[src/rtl/izh_pkg.sv]
// Shared word width, fixed-point init constants and scheduler state encoding
// for the Izhikevich neuron scheduler slice.
package izh_pkg;

  localparam int IZH_W = 17;

  // Sign-magnitude 1.8.8: -65.0 and -13.0
  localparam logic [IZH_W-1:0] IZH_V_INIT = 17'h1_4100;
  localparam logic [IZH_W-1:0] IZH_U_INIT = 17'h1_0D00;

  localparam logic [2:0] S_IDLE    = 3'd0;
  localparam logic [2:0] S_ISSUE   = 3'd1;
  localparam logic [2:0] S_CAPTURE = 3'd2;
  localparam logic [2:0] S_SPIKE   = 3'd3;
  localparam logic [2:0] S_DONE    = 3'd4;

  typedef enum logic [2:0] {
    ST_IDLE    = S_IDLE,
    ST_ISSUE   = S_ISSUE,
    ST_CAPTURE = S_CAPTURE,
    ST_SPIKE   = S_SPIKE,
    ST_DONE    = S_DONE
  } izh_sched_state_t;

endpackage

[src/rtl/izh_state_rf.sv]
// Per-neuron v/u register file: synchronous reset to the resting state,
// one combinational read port and one write port.
module izh_state_rf
  import izh_pkg::*;
#(
  parameter int               NUM_NEURONS = 16,
  parameter int               IDX_W       = 4,
  parameter logic [IZH_W-1:0] V_INIT      = IZH_V_INIT,
  parameter logic [IZH_W-1:0] U_INIT      = IZH_U_INIT
) (
  input  logic             clk,
  input  logic             rst,
  input  logic [IDX_W-1:0] rd_idx,
  output logic [IZH_W-1:0] rd_v,
  output logic [IZH_W-1:0] rd_u,
  input  logic             we,
  input  logic [IDX_W-1:0] wr_idx,
  input  logic [IZH_W-1:0] wr_v,
  input  logic [IZH_W-1:0] wr_u
);

  logic [IZH_W-1:0] v_q [NUM_NEURONS];
  logic [IZH_W-1:0] u_q [NUM_NEURONS];

  always_ff @(posedge clk) begin
    if (rst) begin
      for (int n = 0; n < NUM_NEURONS; n++) begin
        v_q[n] <= V_INIT;
        u_q[n] <= U_INIT;
      end
    end else if (we) begin
      v_q[wr_idx] <= wr_v;
      u_q[wr_idx] <= wr_u;
    end
  end

  assign rd_v = v_q[rd_idx];
  assign rd_u = u_q[rd_idx];

endmodule

[src/rtl/izh_neuron_scheduler.sv]
// Sweeps NUM_NEURONS neurons through one shared Izhikevich datapath per step.
// Optional spike counter output enabled by `define IZH_SCHED_SPIKE_CNT_EN.
module izh_neuron_scheduler
  import izh_pkg::*;
#(
  parameter int               NUM_NEURONS = 16,
  parameter int               IDX_W       = 4,
  parameter logic [IZH_W-1:0] V_INIT      = IZH_V_INIT,
  parameter logic [IZH_W-1:0] U_INIT      = IZH_U_INIT
) (
  input  logic             clk,
  input  logic             rst,
  input  logic             step_start,
  output logic             busy,
  output logic             step_done,
  input  logic [16:0]      cfg_a,
  input  logic [16:0]      cfg_b,
  input  logic [16:0]      cfg_c,
  input  logic [16:0]      cfg_d,
  output logic [IDX_W-1:0] cur_idx,
  input  logic [16:0]      cur_i,
  output logic [16:0]      dp_a,
  output logic [16:0]      dp_b,
  output logic [16:0]      dp_c,
  output logic [16:0]      dp_d,
  output logic [16:0]      dp_v,
  output logic [16:0]      dp_u,
  output logic [16:0]      dp_i,
  input  logic [16:0]      dp_v_prime,
  input  logic [16:0]      dp_u_prime,
  input  logic             dp_fired,
  output logic             spike_valid,
  output logic [IDX_W-1:0] spike_idx,
  input  logic             spike_ready,
  input  logic             wr_en,
  input  logic [IDX_W-1:0] wr_idx,
  input  logic [16:0]      wr_v,
  input  logic [16:0]      wr_u
`ifdef IZH_SCHED_SPIKE_CNT_EN
  , output logic [IDX_W:0] spike_count
`endif
);

  localparam logic [IDX_W-1:0] LAST_IDX = IDX_W'(NUM_NEURONS - 1);
  localparam logic [IDX_W:0]   NUM_EXT  = (IDX_W+1)'(NUM_NEURONS);

  izh_sched_state_t state_q;
  logic [IDX_W-1:0] idx_q;
  logic [IDX_W-1:0] spike_idx_q;
  logic [16:0]      hold_v_q, hold_u_q, hold_i_q;

  logic             st_issue, st_capture, st_idle, is_last;
  logic             host_we, rf_we;
  logic [IDX_W-1:0] rf_widx;
  logic [16:0]      rf_wv, rf_wu, rf_rv, rf_ru;
  logic             spike_hs;

  assign st_idle    = (state_q == ST_IDLE);
  assign st_issue   = (state_q == ST_ISSUE);
  assign st_capture = (state_q == ST_CAPTURE);
  assign is_last    = (idx_q == LAST_IDX);

  // Host writes land only while idle; a capture never coincides with one.
  assign host_we = st_idle && wr_en && ({1'b0, wr_idx} < NUM_EXT);
  assign rf_we   = st_capture || host_we;
  assign rf_widx = st_capture ? idx_q      : wr_idx;
  assign rf_wv   = st_capture ? dp_v_prime : wr_v;
  assign rf_wu   = st_capture ? dp_u_prime : wr_u;

  izh_state_rf #(
    .NUM_NEURONS (NUM_NEURONS),
    .IDX_W       (IDX_W),
    .V_INIT      (V_INIT),
    .U_INIT      (U_INIT)
  ) u_rf (
    .clk    (clk),
    .rst    (rst),
    .rd_idx (idx_q),
    .rd_v   (rf_rv),
    .rd_u   (rf_ru),
    .we     (rf_we),
    .wr_idx (rf_widx),
    .wr_v   (rf_wv),
    .wr_u   (rf_wu)
  );

  // Spike handshake: spike_valid/spike_idx stay asserted and stable until the
  // cycle where spike_valid && spike_ready; the event transfers on that edge.
  assign spike_valid = (state_q == ST_SPIKE);
  assign spike_idx   = spike_idx_q;
  assign spike_hs    = spike_valid && spike_ready;

  always_ff @(posedge clk) begin
    if (rst) begin
      state_q     <= ST_IDLE;
      idx_q       <= '0;
      spike_idx_q <= '0;
    end else begin
      case (state_q)
        ST_IDLE: begin
          if (step_start) begin
            state_q <= ST_ISSUE;
            idx_q   <= '0;
          end
        end
        ST_ISSUE: state_q <= ST_CAPTURE;
        ST_CAPTURE: begin
          if (dp_fired) begin
            spike_idx_q <= idx_q;
            state_q     <= ST_SPIKE;
          end else if (is_last) begin
            state_q <= ST_DONE;
          end else begin
            idx_q   <= idx_q + IDX_W'(1);
            state_q <= ST_ISSUE;
          end
        end
        ST_SPIKE: begin
          if (spike_ready) begin
            if (is_last) begin
              state_q <= ST_DONE;
            end else begin
              idx_q   <= idx_q + IDX_W'(1);
              state_q <= ST_ISSUE;
            end
          end
        end
        ST_DONE: state_q <= ST_IDLE;
        default: state_q <= ST_IDLE;
      endcase
    end
  end

  // Operands are live during ISSUE and frozen at those values otherwise.
  always_ff @(posedge clk) begin
    if (rst) begin
      hold_v_q <= '0;
      hold_u_q <= '0;
      hold_i_q <= '0;
    end else if (st_issue) begin
      hold_v_q <= rf_rv;
      hold_u_q <= rf_ru;
      hold_i_q <= cur_i;
    end
  end

  assign dp_v = st_issue ? rf_rv : hold_v_q;
  assign dp_u = st_issue ? rf_ru : hold_u_q;
  assign dp_i = st_issue ? cur_i : hold_i_q;
  assign dp_a = cfg_a;
  assign dp_b = cfg_b;
  assign dp_c = cfg_c;
  assign dp_d = cfg_d;

  assign cur_idx   = idx_q;
  assign busy      = !st_idle;
  assign step_done = (state_q == ST_DONE);

`ifdef IZH_SCHED_SPIKE_CNT_EN
  logic [IDX_W:0] spike_cnt_q;

  always_ff @(posedge clk) begin
    if (rst) begin
      spike_cnt_q <= '0;
    end else if (st_idle && step_start) begin
      spike_cnt_q <= '0;
    end else if (spike_hs) begin
      spike_cnt_q <= spike_cnt_q + (IDX_W+1)'(1);
    end
  end

  assign spike_count = spike_cnt_q;
`else
  logic unused_hs;
  assign unused_hs = spike_hs;
`endif

endmodule
[config.mk]
export PLATFORM = sky130hd
export DESIGN_NAME = izh_neuron_scheduler
export DESIGN_NICKNAME = d
export VERILOG_FILES = /design/src/rtl/izh_pkg.sv /design/src/rtl/izh_state_rf.sv /design/src/rtl/izh_neuron_scheduler.sv
export SDC_FILE = /design/constraint.sdc
export NUM_CORES = 1
export LEC_CHECK = 0
export ABC_AREA = 1
export ABC_CLOCK_PERIOD_IN_PS = 2750
export CAP_MARGIN = 20
export CELL_PAD_IN_SITES_DETAIL_PLACEMENT = 1
export CELL_PAD_IN_SITES_GLOBAL_PLACEMENT = 1
export CORE_AREA = 2 2 271 273
export CTS_BUF_LIST = sky130_fd_sc_hd__clkbuf_8 sky130_fd_sc_hd__clkbuf_16
export DETAILED_ROUTE_END_ITERATION = 7
export DIE_AREA = 0 0 273 275
export GPL_ROUTABILITY_DRIVEN = 0
export PLACE_DENSITY_LB_ADDON = 0.2
export SLEW_MARGIN = 10
export SYNTH_ARGS = -nofsm -noshare
export SYNTH_HDL_FRONTEND = slang
export SYNTH_SLANG_ARGS = --single-unit
[constraint.sdc]
create_clock -name clk -period 2.75 [get_ports clk]
set_input_delay 0.275 -clock clk [delete_from_list [all_inputs] [get_ports clk]]
set_output_delay 0.275 -clock clk [all_outputs]
set_load 0.02 [all_outputs]
* Word level (Yosys, flattened, before mapping) *
Memory sizes are Yosys's and may differ from the RTL's. A register that Yosys moved wholly into a read port is not among the register bits.
Index checks and enable logic that the tools add are counted.

cells by class
  add/sub/neg operators = 1
  equal/unequal tests = 8
  multiplexer cells = 31
  reduce and logical (&&, ||, !) cells = 10

operator list
  cell                   number
  $mux W17               7
  $mux W4                11
  $reduce_or A17 Y1      2
  $mux W3                4
  $pmux W3 S4            1
  $pmux W4 S3            1
  $mux W1                7
  $eq A3 B2 Y1 const B   2
  $add A4 B1 Y4 const B  1
  $eq A4 B4 Y1 const B   1
  $ne A2 B2 Y1 const B   2
  $reduce_and A2 Y1      2
  $reduce_and A4 Y1      1
  $eq A3 B1 Y1 const B   1
  $eq A3 B3 Y1 const B   1
  $logic_not A3 Y1       1
  $reduce_bool A3 Y1     1
  $ne A2 B1 Y1 const B   1
  $logic_and A1 B1 Y1    1
  $logic_not A1 Y1       1
  $logic_or A1 B1 Y1     1

storage, ports and cells
  register bits after elaboration = 62
  memory bits (writable) = 544
  memories kept = 2

memory list
  name      words  bits a word  rd ports  clocked after memory_dff  wr ports  RTL line            RTL
  u_rf.u_q  16     17           1         1                         16        izh_state_rf.sv:23  logic [IZH_W-1:0] u_q [NUM_NEURONS];
  u_rf.v_q  16     17           1         1                         16        izh_state_rf.sv:22  logic [IZH_W-1:0] v_q [NUM_NEURONS];

* Logic depth before layout (Yosys ltp) *
  depth after elaboration = 8
  depth in mapped cells = 12

* Modules after synthesis *
Synthesis repeated with hierarchy kept, for this count alone.

unflattened totals
  cells, all modules = 3371
  area, all modules = 30322.8 um2

modules (own cells, without submodules)
  module                times used  cells an instance  area an instance (um2)  sequential area each (um2)
  izh_state_rf          1           2900               26351.5                 16335.7
  izh_neuron_scheduler  1           471                3971.3                  1241.2

* Worst setup path before layout *
OpenSTA, ideal clock, no wires.

  path type = reg2reg
  start point = register idx_q[0], in the netlist cur_idx[0]
  end point = memory u_rf.u_q[7][0] (enable)
  data arrival time = 2.381 ns
  required time = 2.358 ns
  setup slack = -0.023 ns
  stages on the path, launching flop included = 8
  period minus slack after synthesis = 2.773 ns
  cell sequence = dfxtp_1 -> inv_1 -> o21ai_4 -> nand3_4 -> nor3_4 -> inv_4 -> buf_6 -> nand2_1

RTL lines
  item                    RTL line                     RTL
  from (decl)             izh_neuron_scheduler.sv:48   logic [IDX_W-1:0] idx_q;
  from (signal assigned)  izh_neuron_scheduler.sv:114  idx_q <= idx_q + IDX_W'(1);
  from (signal assigned)  izh_neuron_scheduler.sv:123  idx_q <= idx_q + IDX_W'(1);
  to (decl)               izh_state_rf.sv:23

==> impl_metrics.py <==
metrics = {
    "status": {
        "outcome": "finished, final reports clean",
    },
    "power": {
        "total_leakage_power_nw": 13.6,
        "irDropWorstVdd_mv": 0.382,
        "total_power_w": 0.0246,
        "power_density_mw_per_mm2": 716,
    },
    "floorplanning": {
        "fp-row-count": 99,
        "coreArea_mm2": 0.0723,
        "dieHeight_um": 275,
        "initial_core_util_pct": 39.6,
        "fp.dieW_um": 273,
        "dieArea_mm2": 0.0751,
        "pin_count": 293,
    },
    "clock_network": {
        "cts_buffers": 71,
        "clk_path_buf_depth": 3,
        "cts_tree": "done",
        "insertion_delay_ps": 620,
        "htreeDepth": 3,
        "path_clk_slew_ps": 60,
        "cts-root-buf": "clkbuf_16",
        "cts_num_sinks": 610,
        "ctsHoldBuffers": 0,
    },
    "timing": {
        "fin_crit_ps": 2670,
        "finalHoldViolCount": 0,
        "slew_violations": 0,
        "setup_slack_ps": 75.9,
        "finClkSkew_ps": 27.2,
        "fmax_ghz": 0.374,
        "finalSetupTns_ps": 0,
        "rsz0062_at_grt": "yes",
        "setup_viol": 0,
        "maxSlewHeadroom_pct": 41.6,
        "worst_pin_slew_ps": 876,
        "min_period_over_period_pct": 97.2,
    },
    "yosys": {
        "syn_nets": 3132,
        "synthCells": 2968,
        "ys_ff_latch": 610,
        "ys_warn_count": 0,
        "synth_area_mm2": 0.0287,
        "ys_seq_area_share_pct": 61.6,
        "avgSynthCellArea_um2": 9.66,
        "synth_cell_types": 38,
    },
    "setup_path": {
        "critPathKind": "flip-flop to output port",
        "end_kind": "output port",
        "reg2reg_to": "u_rf.u_q[14][6]",
        "crit_top_cell": "nand2_1",
        "path_delay_family": "buffers and inverters",
        "path_buf_inv": 4,
        "cp.required_ps": 2480,
        "worst-path-max-fanout": 40,
        "r2r_start": "state_q[2]",
        "max_stage_delay_ps": 420,
        "r2r_cells": 10,
        "r2r_setup_slack_ps": 170,
        "cp_slowest_cell": "dfxtp_4",
        "worstPathArrival_ps": 2400,
        "cp-start-kind": "flip-flop",
        "cp_cell_sequence": "inv_16 -> buf_16 -> nand2_1 -> nand3_1 -> nand3_1 -> nand2_1 -> nand2_1 -> nand3_1 -> nand2_1 -> inv_1 -> clkdlybuf4s15_2",
    },
    "detailed_routing": {
        "vias": 22300,
        "drc_errors": 0,
        "drt-vias-per-instance": 5.43,
        "first_pass_iters": 5,
        "wl_per_cell_um": 24.0,
        "wl_mm": 98.8,
        "drtAntennaViolNets": 0,
        "drt-initial-drc-count": 2244,
    },
    "global_routing": {
        "grt_start_max_net_pins": 64,
        "grt_pass1_wl_mm": 147,
        "grt_use_total_pct": 26.2,
        "antenna_found_initial": 1,
        "grt_overflow": 0,
        "grt_pass1_vias": 23400,
    },
    "place": {
        "portBuffers": 156,
        "hpwlAfterDp_mm": 58.2,
        "post-place-ws_ps": -41.9,
        "dp.cells": 3960,
    },
    "min_path": {
        "whs_path_depth": 3,
        "hold_path_class": "input pin to flip-flop",
        "hold_path_end": "hold_i_q[11]",
        "holdCritStartpoint": "cur_i[11]",
    },
    "cells_and_area": {
        "diodes": 0,
        "syn_to_final_growth_pct": 19.6,
        "utilization_pct": 47.4,
        "final_nets": 3264,
        "final_cells": 4113,
        "drive_gt1_share_pct": 17.3,
        "fillers": 8025,
    },
    "job": {
        "cap_violations": 0,
    },
}
-- where the power goes --
group	switching, W	total (W)	leakage, nW	internal [W]
Combinational	0.00301	0.00466	6.69	0.00165
Sequential	0.000149	0.0107	5.78	0.0106
Clock	0.00384	0.00918	1.17	0.00533
-- cell type report --
cell class,instances,area (um2),share of cell area (%)
inverters,115,480,1.40
clock inverters,47,297,0.865
repair inverters,2,12.5,0.0365
clock buffers,80,1950,5.68
flip-flops and latches,610,17700,51.6
repair buffers,330,3580,10.4
multi-input cells,1970,9100,26.5
well taps,959,1200,3.50
-- worst max-delay path by stage --
| stage | start | end | slack (ps) | cells after the start |
|---|---|---|---|---|
| after floorplan | cur_idx[0] | u_rf.u_q[13][0] | 20 | 9 |
| after global placement | wr_en | u_rf.v_q[7][1] | -40 | 8 |
| after detailed placement | wr_en | u_rf.v_q[7][5] | -40 | 8 |
| after CTS | flip-flop | dp_v[9] | -40 | 12 |
| after global routing | flip-flop | dp_u[9] | -50 | 11 |
| final | flip-flop | dp_v[16] | 80 | 11 |
-- layer usage --
metal | vias to the layer above | share of wire (%) | track usage, %
met5 | - | 0 | 0.0627
li1 | 10000 | - | -
met3 | 203 | 7.0 | 3.50
met1 | 11300 | 41 | 34.2
met2 | 827 | 49 | 45.3
met4 | 0 | 2.7 | 8.53
-- cells by family after synthesis --
kind of cell	Yosys count	synth area share, %
AO/OA/AOI/OAI	59	1.33
XOR/XNOR	1	0.0306
adder cells (fa/ha/maj)	1	0.0437
buffers and inverters	388	7.15
flip-flops	610	61.6
multiplexers	34	1.63
AND/OR/NAND/NOR	1875	28.2
-- metrics by stage --
step | area (um2) | hold slack [ps]
after floorplan | 28700 | 427
after global placement | 31500 | 459
after detailed placement | 31500 | 470
after CTS | 34200 | 221
after global routing | 34300 | 257
final | 34300 | 254
-- worst reg2reg max path, cell delays in order, from the launching register on --
cell,delay [ps]
dfxtp_1,350
nor2_4,210
nand2_8,140
o21ai_2,450
inv_2,110
nor2_2,190
inv_2,110
nor2_8,240
inv_2,90
nand2_2,100
buf_12,250
-- cell usage in the layout (no fill, tap or decap), types with 9 or more instances in the layout --
cell type,Yosys,final
buf_16,0,16
nor2_4,13,13
nand2_2,4,30
clkbuf_16,0,78
a21oi_1,31,31
buf_4,77,125
a211oi_1,17,17
nor2_1,420,420
or2_2,51,51
edfxtp_1,544,544
inv_2,16,16
nand2_1,868,842
mux2i_1,14,12
clkbuf_2,0,16
dfxtp_1,66,61
clkdlybuf4s50_1,0,104
mux2i_2,14,16
inv_4,9,9
clkinv_1,1,11
nor2_2,60,60
nand3_1,450,440
buf_12,1,35
inv_1,89,107
-- Yosys cell counts --
cell	number	area, um2
inv_2	16	60.1
buf_2	43	215
nor2_8	2	40.0
nand3_1	450	2250
nand2_8	1	20.0
buf_12	1	20.0
nor2_2	60	375
o21ai_0	4	20.0
inv_1	89	334
xor2_1	1	8.76
o21ai_2	1	8.76
nand4_1	1	6.26
nor2_4	13	146
nand2_2	4	25.0
clkinv_1	1	3.75
or2_2	51	319
nor2_1	420	1580
o22ai_1	1	6.26
mux2i_4	6	135
ha_1	1	12.5
nand3_4	1	17.5
o211ai_1	2	15.0
inv_4	9	56.3
nand2_1	868	3260
a211oi_1	17	128
a21oi_1	31	155
nor3_1	1	5.00
o21ai_4	3	48.8
mux2i_1	14	140
edfxtp_1	544	16300
buf_4	77	578
nor3_4	1	16.3
buf_1	13	48.8
clkbuf_1	111	417
dfxtp_1	66	1320
buf_6	28	315
nand2_4	2	22.5
mux2i_2	14	193
-- registers in the layout, indices dropped and copies added (netlist names), named ones only --
register / count
u_rf.v_q: 272
state_q: 3
u_rf.u_q: 272
hold_i_q: 17
hold_v_q: 17
spike_idx: 4
cur_idx: 4
hold_u_q: 17
-- repair_timing --
action,4_1_cts,5_1_grt
cloned,13,3
pin swaps,3,5
endpoints found under the setup margin,51,48
setup buffers,11,1
gates resized for setup,162,78
No activity file was read; power rests on OpenSTA's default activity.
